==> config.mk <==
export PLATFORM = sky130hd
export DESIGN_NAME = inst_fetch_flat
export DESIGN_NICKNAME = d
export VERILOG_FILES = /design/src/rtl/inst_fetch_if.sv /design/src/rtl/inst_fetch.sv /design/src/flat_wrapper.sv
export SDC_FILE = /design/constraint.sdc
export NUM_CORES = 1
export LEC_CHECK = 0
export ABC_AREA = 0
export CAP_MARGIN = 20
export CORE_ASPECT_RATIO = 2
export CORE_MARGIN = 3
export CORE_UTILIZATION = 46
export DETAILED_ROUTE_END_ITERATION = 10
export PLACE_DENSITY = 0.95
export RECOVER_POWER = 100
export SYNTH_ARGS = -nofsm -noshare
export SYNTH_HDL_FRONTEND = slang
export SYNTH_SLANG_ARGS = --single-unit
==> constraint.sdc <==
create_clock -name clk -period 5 [get_ports clk]
set_clock_uncertainty 0.1 [all_clocks]
set_input_delay 1.5 -clock clk [delete_from_list [all_inputs] [get_ports clk]]
set_output_delay 1.5 -clock clk [all_outputs]
set_load 0.02 [all_outputs]
==> src/rtl/inst_fetch_if.sv <==
// Bundles the instruction-fetch stage's control, memory and IF/ID signals.
// The master modport is the fetch stage; the slave modport is its environment.
interface inst_fetch_if;
  logic        stall;
  logic        branch_taken;
  logic [31:0] branch_target;
  logic        jump;
  logic [31:0] jump_target;
  logic [31:0] imem_addr;
  logic [31:0] imem_data;
  logic [31:0] inst_o;
  logic [31:0] pc4_o;
  logic        valid_o;
  logic        halt_o;
  logic [31:0] fetch_cnt;

  modport master (
    input  stall, branch_taken, branch_target, jump, jump_target, imem_data,
    output imem_addr, inst_o, pc4_o, valid_o, halt_o, fetch_cnt
  );

  modport slave (
    output stall, branch_taken, branch_target, jump, jump_target, imem_data,
    input  imem_addr, inst_o, pc4_o, valid_o, halt_o, fetch_cnt
  );
endinterface

==> src/rtl/inst_fetch.sv <==
// IF stage: owns the PC, fetches from combinational imem, fills IF/ID, halts on bad PC.
// Optional macro BRANCH_DELAY_SLOT_EN: a redirect latches the word at the old PC as a delay slot.
module inst_fetch #(
  parameter logic [31:0] RESET_PC   = 32'h0000_0000,
  parameter int          IMEM_WORDS = 128
) (
  input  logic          clk,
  input  logic          rst,
  inst_fetch_if.master  bus
);

  localparam logic [31:0] PC_LIMIT = 32'(IMEM_WORDS * 4);

  typedef enum logic [1:0] {IDLE, RUN, HALT} state_e;

  state_e      state_q, state_d;
  logic [31:0] pc_q, pc_d;
  logic [31:0] inst_q, inst_d;
  logic [31:0] pc4_q, pc4_d;
  logic        valid_q, valid_d;
  logic [31:0] cnt_q, cnt_d;

  logic        redirect;
  logic [31:0] target;
  logic        fault;
  logic [31:0] pc_plus4;

  // Branch is older than the jump in ID, so it wins when both fire.
  assign redirect = bus.branch_taken | bus.jump;
  assign target   = bus.branch_taken ? bus.branch_target : bus.jump_target;
  assign fault    = (pc_q[1:0] != 2'b00) || (pc_q >= PC_LIMIT);
  assign pc_plus4 = pc_q + 32'd4;

  always_ff @(posedge clk) begin
    if (!rst) begin
      state_q <= IDLE;
      pc_q    <= RESET_PC;
      inst_q  <= 32'd0;
      pc4_q   <= 32'd0;
      valid_q <= 1'b0;
      cnt_q   <= 32'd0;
    end else begin
      state_q <= state_d;
      pc_q    <= pc_d;
      inst_q  <= inst_d;
      pc4_q   <= pc4_d;
      valid_q <= valid_d;
      cnt_q   <= cnt_d;
    end
  end

  always_comb begin
    state_d = state_q;
    pc_d    = pc_q;
    inst_d  = inst_q;
    pc4_d   = pc4_q;
    valid_d = valid_q;
    cnt_d   = cnt_q;
    case (state_q)
      IDLE: state_d = RUN;
      RUN: begin
        if (redirect) begin
          // A redirect still loads the PC in a fault cycle; the target is checked next cycle.
          pc_d = target;
`ifdef BRANCH_DELAY_SLOT_EN
          if (fault) begin
            inst_d  = 32'd0;
            valid_d = 1'b0;
          end else if (!bus.stall) begin
            inst_d  = bus.imem_data;
            pc4_d   = pc_plus4;
            valid_d = 1'b1;
            cnt_d   = cnt_q + 32'd1;
          end
`else
          inst_d  = 32'd0;
          valid_d = 1'b0;
`endif
        end else if (fault) begin
          state_d = HALT;
          inst_d  = 32'd0;
          valid_d = 1'b0;
        end else if (!bus.stall) begin
          inst_d  = bus.imem_data;
          pc4_d   = pc_plus4;
          valid_d = 1'b1;
          cnt_d   = cnt_q + 32'd1;
          pc_d    = pc_plus4;
        end
      end
      HALT: ;
      default: state_d = IDLE;
    endcase
  end

  assign bus.imem_addr = pc_q;
  assign bus.inst_o    = inst_q;
  assign bus.pc4_o     = pc4_q;
  assign bus.valid_o   = valid_q;
  assign bus.halt_o    = (state_q == HALT);
  assign bus.fetch_cnt = cnt_q;

endmodule

==> src/flat_wrapper.sv <==
// flat-port wrapper written by rule: the top's interface ports become plain ports
module inst_fetch_flat 
#(
  parameter logic [31:0] RESET_PC   = 32'h0000_0000,
  parameter int          IMEM_WORDS = 128
)
  (clk, rst, bus_stall, bus_branch_taken, bus_branch_target, bus_jump, bus_jump_target, bus_imem_data, bus_imem_addr, bus_inst_o, bus_pc4_o, bus_valid_o, bus_halt_o, bus_fetch_cnt);
  inst_fetch_if bus_i ();
  input  logic clk;
  input  logic rst;
  input wire logic [$bits(bus_i.stall)-1:0] bus_stall;
  input wire logic [$bits(bus_i.branch_taken)-1:0] bus_branch_taken;
  input wire logic [$bits(bus_i.branch_target)-1:0] bus_branch_target;
  input wire logic [$bits(bus_i.jump)-1:0] bus_jump;
  input wire logic [$bits(bus_i.jump_target)-1:0] bus_jump_target;
  input wire logic [$bits(bus_i.imem_data)-1:0] bus_imem_data;
  output wire logic [$bits(bus_i.imem_addr)-1:0] bus_imem_addr;
  output wire logic [$bits(bus_i.inst_o)-1:0] bus_inst_o;
  output wire logic [$bits(bus_i.pc4_o)-1:0] bus_pc4_o;
  output wire logic [$bits(bus_i.valid_o)-1:0] bus_valid_o;
  output wire logic [$bits(bus_i.halt_o)-1:0] bus_halt_o;
  output wire logic [$bits(bus_i.fetch_cnt)-1:0] bus_fetch_cnt;
  assign bus_i.stall = bus_stall;
  assign bus_i.branch_taken = bus_branch_taken;
  assign bus_i.branch_target = bus_branch_target;
  assign bus_i.jump = bus_jump;
  assign bus_i.jump_target = bus_jump_target;
  assign bus_i.imem_data = bus_imem_data;
  assign bus_imem_addr = bus_i.imem_addr;
  assign bus_inst_o = bus_i.inst_o;
  assign bus_pc4_o = bus_i.pc4_o;
  assign bus_valid_o = bus_i.valid_o;
  assign bus_halt_o = bus_i.halt_o;
  assign bus_fetch_cnt = bus_i.fetch_cnt;
  inst_fetch #(.RESET_PC(RESET_PC), .IMEM_WORDS(IMEM_WORDS)) u_core (.clk(clk), .rst(rst), .bus(bus_i));
endmodule
After elaboration in Yosys (flattened, before gate mapping)
Index checks and enable logic that the tools add are counted.
{"block": "word_totals", "reg_bits": 131, "input_bits": 101, "word_cells": 41}
{"block": "classes", "add_sub_neg": 2, "n_eq_ne": 7, "mux": 13, "n_lt_le_gt_ge": 1, "n_bitwise": 5, "reduce_logical": 7}
{"op": "32-bit 2-to-1 mux", "count": 7}
{"op": "32-bit by 1-bit adder with 32-bit output, second input constant", "count": 1}
{"op": "32-bit by 3-bit adder with 32-bit output, second input constant", "count": 1}
{"op": "32-bit by 10-bit greater-or-equal comparator with 1-bit output, second input constant", "count": 1}
{"op": "2-bit by 1-bit inequality test with 1-bit output, second input constant", "count": 3}
{"op": "2-bit case mux with 3 select lines", "count": 1}
{"op": "3-bit AND reduction", "count": 2}
{"op": "2-bit 2-to-1 mux", "count": 2}
{"op": "1-bit NOT", "count": 4}
{"op": "4-bit AND reduction", "count": 1}
{"op": "1-bit 2-to-1 mux", "count": 3}
{"op": "3-bit by 1-bit inequality test with 1-bit output, second input constant", "count": 1}
{"op": "2-bit by 1-bit == test with 1-bit output, second input constant", "count": 1}
{"op": "2-bit == test, second input constant", "count": 1}
{"op": "2-bit logical NOT", "count": 1}
{"op": "2-bit inequality test, second input constant", "count": 1}
{"op": "2-bit AND reduction", "count": 1}
{"op": "2-bit nonzero test", "count": 1}
{"op": "1-bit logical OR", "count": 1}
{"op": "1-bit bitwise OR", "count": 1}

Depth between registers and ports, before layout
{"block": "logic_depth", "word_depth": 5, "mapped_depth": 8}

Worst setup path before layout
OpenSTA, ideal clock, no wires.
{"block": "synth_path", "path_type": "input to register", "from": "input port bus_jump", "to": "register u_core.cnt_q[31], in the netlist u_core.bus.fetch_cnt[31]", "setup_time_ps": 70, "n_path_buf": 1, "path_stages": 6, "path_slack_ps": 1895, "arrival_ps": 2935, "cell_sequence": "buf_2 -> or2_4 -> nor4_4 -> nand4_4 -> or4_1 -> a21oi_1"}
{"block": "synth_via", "elab_chain_len": 3}
{"item": "start, declared", "line": "flat_wrapper.sv:14", "source": "input wire logic [$bits(bus_i.jump)-1:0] bus_jump;"}
{"item": "1-bit bitwise OR", "line": "inst_fetch.sv:29", "source": "assign redirect = bus.branch_taken | bus.jump;"}
{"item": "1-bit NOT (no source line)"}
{"item": "4-bit AND reduction (no source line)"}
{"item": "end signal, assigned", "line": "inst_fetch.sv:48", "source": "cnt_q <= cnt_d;"}
{"item": "end, declared", "line": "inst_fetch.sv:21", "source": "logic [31:0] cnt_q, cnt_d;"}
No other way between the ends.
A chain may end at the register's enable or synchronous reset.

Worst setup path after layout
{"block": "layout_path", "from": "input port bus_jump", "to": "register u_core.inst_q[25], in the netlist u_core.bus.inst_o[25]"}
{"block": "layout_via", "elab_chain_len": 3, "word_cells_on_any_way": 4, "cone_classes": "eq/ne (1); mux (1); bitwise (1); reduce/logical (1)"}
{"item": "1-bit bitwise OR (*)", "line": "inst_fetch.sv:29"}
{"item": "3-bit by 1-bit inequality test with 1-bit output (no source line)"}
{"item": "2-bit AND reduction (no source line)"}
{"item": "end signal, assigned", "line": "inst_fetch.sv:45", "source": "inst_q <= inst_d;"}
{"item": "end, declared", "line": "inst_fetch.sv:18", "source": "logic [31:0] inst_q, inst_d;"}
Mark *: on every way between the ends. The rest lies on a longest branch, timed or not.

==> results.txt <==
----------------------------------------------------
[Outcome]
  Result of the run ... complete, no violations

[Drt]
  Drt pass-1 iters ... 7
  Vias ... roughly 5.4k
  Mean routed wirelength per cell ... between 15 and 20 µm
  Count of nets left with antenna violations after detail routing ... 0
  DRC marker count from the first detailed-route iteration ... 323
  Count of unresolved DRC violations after routing ... 0
  Ratio of routed vias to standard cells ... 5.77
  Aggregate routed wire length ... 17.1 mm

[Synthesis]
  Share of synthesized flip-flops with an asynchronous set or reset ... 0%
  Sequential cell area fraction in the yosys report ... about half
  Ranking of synthesized cells by area ... sky130_fd_sc_hd__dfxtp_1 (49%), sky130_fd_sc_hd__a22o_1 (5.3%), sky130_fd_sc_hd__a211oi_1 (4.4%)
  Count of cell types in the netlist ... 52
  Synthesis Warnings ... 0
  Average footprint of a synthesized cell ... 9.49 µm²
  Number of register bits inferred by synthesis ... 131
  Synthesized area ... around 0.0053 mm²
  Synth area leader ... sky130_fd_sc_hd__dfxtp_1
  Count of flip-flops with a built-in enable after synthesis ... 0
  Yosys top cell area share ... 49.4%
  Leading register cell type out of synthesis ... sky130_fd_sc_hd__dfxtp_1
  Synthesized net count ... ~660
  Post-synthesis cell count ... 559

[STA]
  Finish-stage setup viols ... 0
  Final worst path period share ... 83.3%
  Final period demand of the worst path ... 4.17 ns
  Achievable Freq ... 240 MHz
  RSZ-0062 raised after global routing ... no
  Setup total negative slack ... 0 ns
  Final-report max-slew violation count ... 0
  Hold violation total from the final report ... 0
  Tightest hold margin ... 0.355 ns
  Measured slew at the worst slew-check pin ... 1.19 ns
  Headroom to the max-slew limit ... 20.3%

[GRT]
  Overall Global Routing Usage ... 26.3%
  Number of global-route vias before repair ... 5,373
  Sum of overflow across all layers after global routing ... 0
  Wire length of the first global-routing pass ... ~26 mm
  Pin count of the biggest net entering global routing ... 61
  Initial antenna violation count ... 0

[Clock network]
  Count of H-tree levels built during CTS ... 4
  Cell chosen for the clock root ... sky130_fd_sc_hd__clkbuf_16
  Post-CTS sizing ... 0
  Clock sink count ... 131
  Post-CTS setup buffer count ... 0
  Clk slew on worst S/H paths ... around 0.050 ns
  Count of hold-fix buffers inserted at cts ... 0
  Clock insertion delay at the later pin of the skew report ... 0.41 ns
  CTS tree ... yes
  Cts bufs inserted ... 17
  Maximum number of buffers from clock root to sink ... 2

[Power]
  Worst-case vdd ir drop ... roughly 0.28 mV
  Power per Cell Area ... approximately 320 mW/mm²
  Sequential group share of total power ... 41.5%
  Internal power summed over all cells ... between 1500 and 2000 µW
  Clk pwr share ... between 40 and 50%
  Leakage power ... approximately 0.0035 µW
  Switching Fraction ... 25.7%
  Part of the power in combinational logic ... 11.3%
  Psw ... 681 µW

[Layout]
  Fraction of final layout cells sized beyond drive strength 1 ... 6.47%
  Area used by multi-input combinational logic ... 0.00240 mm²
  Area growth syn-to-layout ... 54.5%
  Commonest non-fill, non-tap cells in the layout ... sky130_fd_sc_hd__dlygate4sd3_1 (133), sky130_fd_sc_hd__dfxtp_1 (131), sky130_fd_sc_hd__clkdlybuf4s50_1 (97)
  Utilization of the core after routing ... 74.0%
  Post-layout nets ... 879
  Most common cell after layout, fill and taps aside ... sky130_fd_sc_hd__dlygate4sd3_1
  FILL cells ... 797
  Number of diodes ... 0
  Area taken by flip-flops and latches ... around 0.0026 mm²

[Worst setup path]
  Worst reg2reg endpoint ... u_core.bus.inst_o[25]$_SDFFE_PN0P_
  Data arrival time of the critical path ... 4.41 ns
  Crit Path Class ... primary input to flop
  Setup slack on the worst flop-to-flop path ... 1.74 ns
  Startpoint class of the critical path ... primary input
  Cells on worst reg2reg path ... 6
  Critical-path maximum fanout ... 35
  Kind of end point of the critical path ... flop
  Launching point of the worst reg2reg path ... u_core.bus.imem_addr[26]$_SDFFE_PN0P_
  Critical Path RT ... 5.24 ns

[Floorplanning]
  Number of placement rows ... 54
  Horizontal die dimension ... 82.0 µm
  Initial Util ... 47.9%
  Die area ... 0.0129 mm²
  Area of the core ... 0.0111 mm²
  Height of the chip ... ~160 µm
  Boundary pin count ... 231

[Worst hold path]
  Type of the tightest min-delay check ... flop to flop
  Hold-critical path endpoint ... u_core.bus.valid_o$_SDFFE_PN0P_
  Number of stages on the worst hold path ... 1
  Hold_sp ... u_core.bus.valid_o$_SDFFE_PN0P_

[Placed design]
  Global placement routability congestion ... 0.894
  Count of buffers from port buffering ... 230
  HPWL after detailed placement ... 12.5 mm

[Flow run]
  Max-cap violations ... 0

----------------------------------------------------
[worst max-delay path by stage]
stage / start / endpoint / cells after the start
after floorplan: bus_jump / u_core.bus.fetch_cnt[31]$_SDFFE_PN0P_ / 6
after global placement: bus_jump / u_core.bus.inst_o[28]$_SDFFE_PN0P_ / 7
after detailed placement: bus_jump / u_core.bus.inst_o[30]$_SDFFE_PN0P_ / 7
after CTS: bus_jump / u_core.bus.inst_o[25]$_SDFFE_PN0P_ / 7
after global routing: bus_jump / u_core.bus.inst_o[21]$_SDFFE_PN0P_ / 7
final: bus_jump / u_core.bus.inst_o[25]$_SDFFE_PN0P_ / 7
[through the flow]
step / setup slack (ns) / instance area, µm² / instances / power [µW]
final: 0.834 / 8200 / 928 / 2650
after global placement: 1.06 / 7660 / 896 / 1420
after floorplan: 1.89 / 5310 / 559 / 1270
after detailed placement: 0.950 / 7660 / 896 / 1430
after CTS: 1.35 / 8260 / 928 / 2670
after global routing: 0.710 / 8200 / 928 / 2730
[synthesized netlist by cell type, types with 16 or more instances]
| cell type | count |
|---|---|
| sky130_fd_sc_hd__or3_1 | 16 |
| sky130_fd_sc_hd__dfxtp_1 | 131 |
| sky130_fd_sc_hd__and3_1 | 29 |
| sky130_fd_sc_hd__clkbuf_1 | 20 |
| sky130_fd_sc_hd__a21oi_1 | 29 |
| sky130_fd_sc_hd__a22o_1 | 32 |
| sky130_fd_sc_hd__o21ai_0 | 23 |
| sky130_fd_sc_hd__nor2_1 | 53 |
| sky130_fd_sc_hd__nand2_1 | 29 |
| sky130_fd_sc_hd__a22oi_1 | 22 |
| sky130_fd_sc_hd__a211oi_1 | 31 |
| sky130_fd_sc_hd__nand3_1 | 16 |
[area by class of cell]
class	count	share of cell area (%)
clock buffers	17	5.19
clock inverters	15	2.12
inverters	11	0.504
multi-input cells	376	29.3
flip-flops and latches	131	32.0
well taps	140	2.14
repair buffers	238	28.7
[power by group through the flow]
stage	registers (µW)	logic (µW)	clock network, µW
final	1100	299	1250
after global routing	1100	320	1310
after CTS	1100	311	1260
after detailed placement	1120	308	0
after global placement	1120	299	0
after floorplan	1140	125	0
[routing by layer]
metal | up-vias | part of all wire, % | GRT usage (%)
li1 | 2512 | - | -
met1 | 2477 | 34 | 25.4
met2 | 299 | 53 | 47.1
met3 | 62 | 8.4 | 7.23
met4 | 0 | 5.2 | 17.3
met5 | - | 0 | 0
[worst max-delay path, stage by stage]
cell and delay [ns]:
sky130_fd_sc_hd__dlygate4sd3_1 0.67, sky130_fd_sc_hd__or2_0 0.36, sky130_fd_sc_hd__nor2_1 0.19, sky130_fd_sc_hd__nand3_1 0.80, sky130_fd_sc_hd__nor2_2 0.29, sky130_fd_sc_hd__buf_4 0.36, sky130_fd_sc_hd__a22o_1 0.21
[flip-flops by register name, summed over array words and instances, names as in the netlist]
name,count
u_core.bus.fetch_cnt,32
u_core.bus.valid_o,1
u_core.bus.imem_addr,32
u_core.state_q,2
u_core.bus.pc4_o,32
u_core.bus.inst_o,32
[logic make-up after synthesis]
| family | Yosys count | synth area share [%] |
|---|---|---|
| compound gates | 159 | 20.9 |
| mux | 6 | 1.13 |
| buf+inv | 52 | 4.38 |
| fa+ha+maj | 3 | 0.707 |
| simple gates | 196 | 21.5 |
| xor+xnor | 12 | 1.98 |
| flops | 131 | 49.4 |
Power figures use the tool's default switching activity.
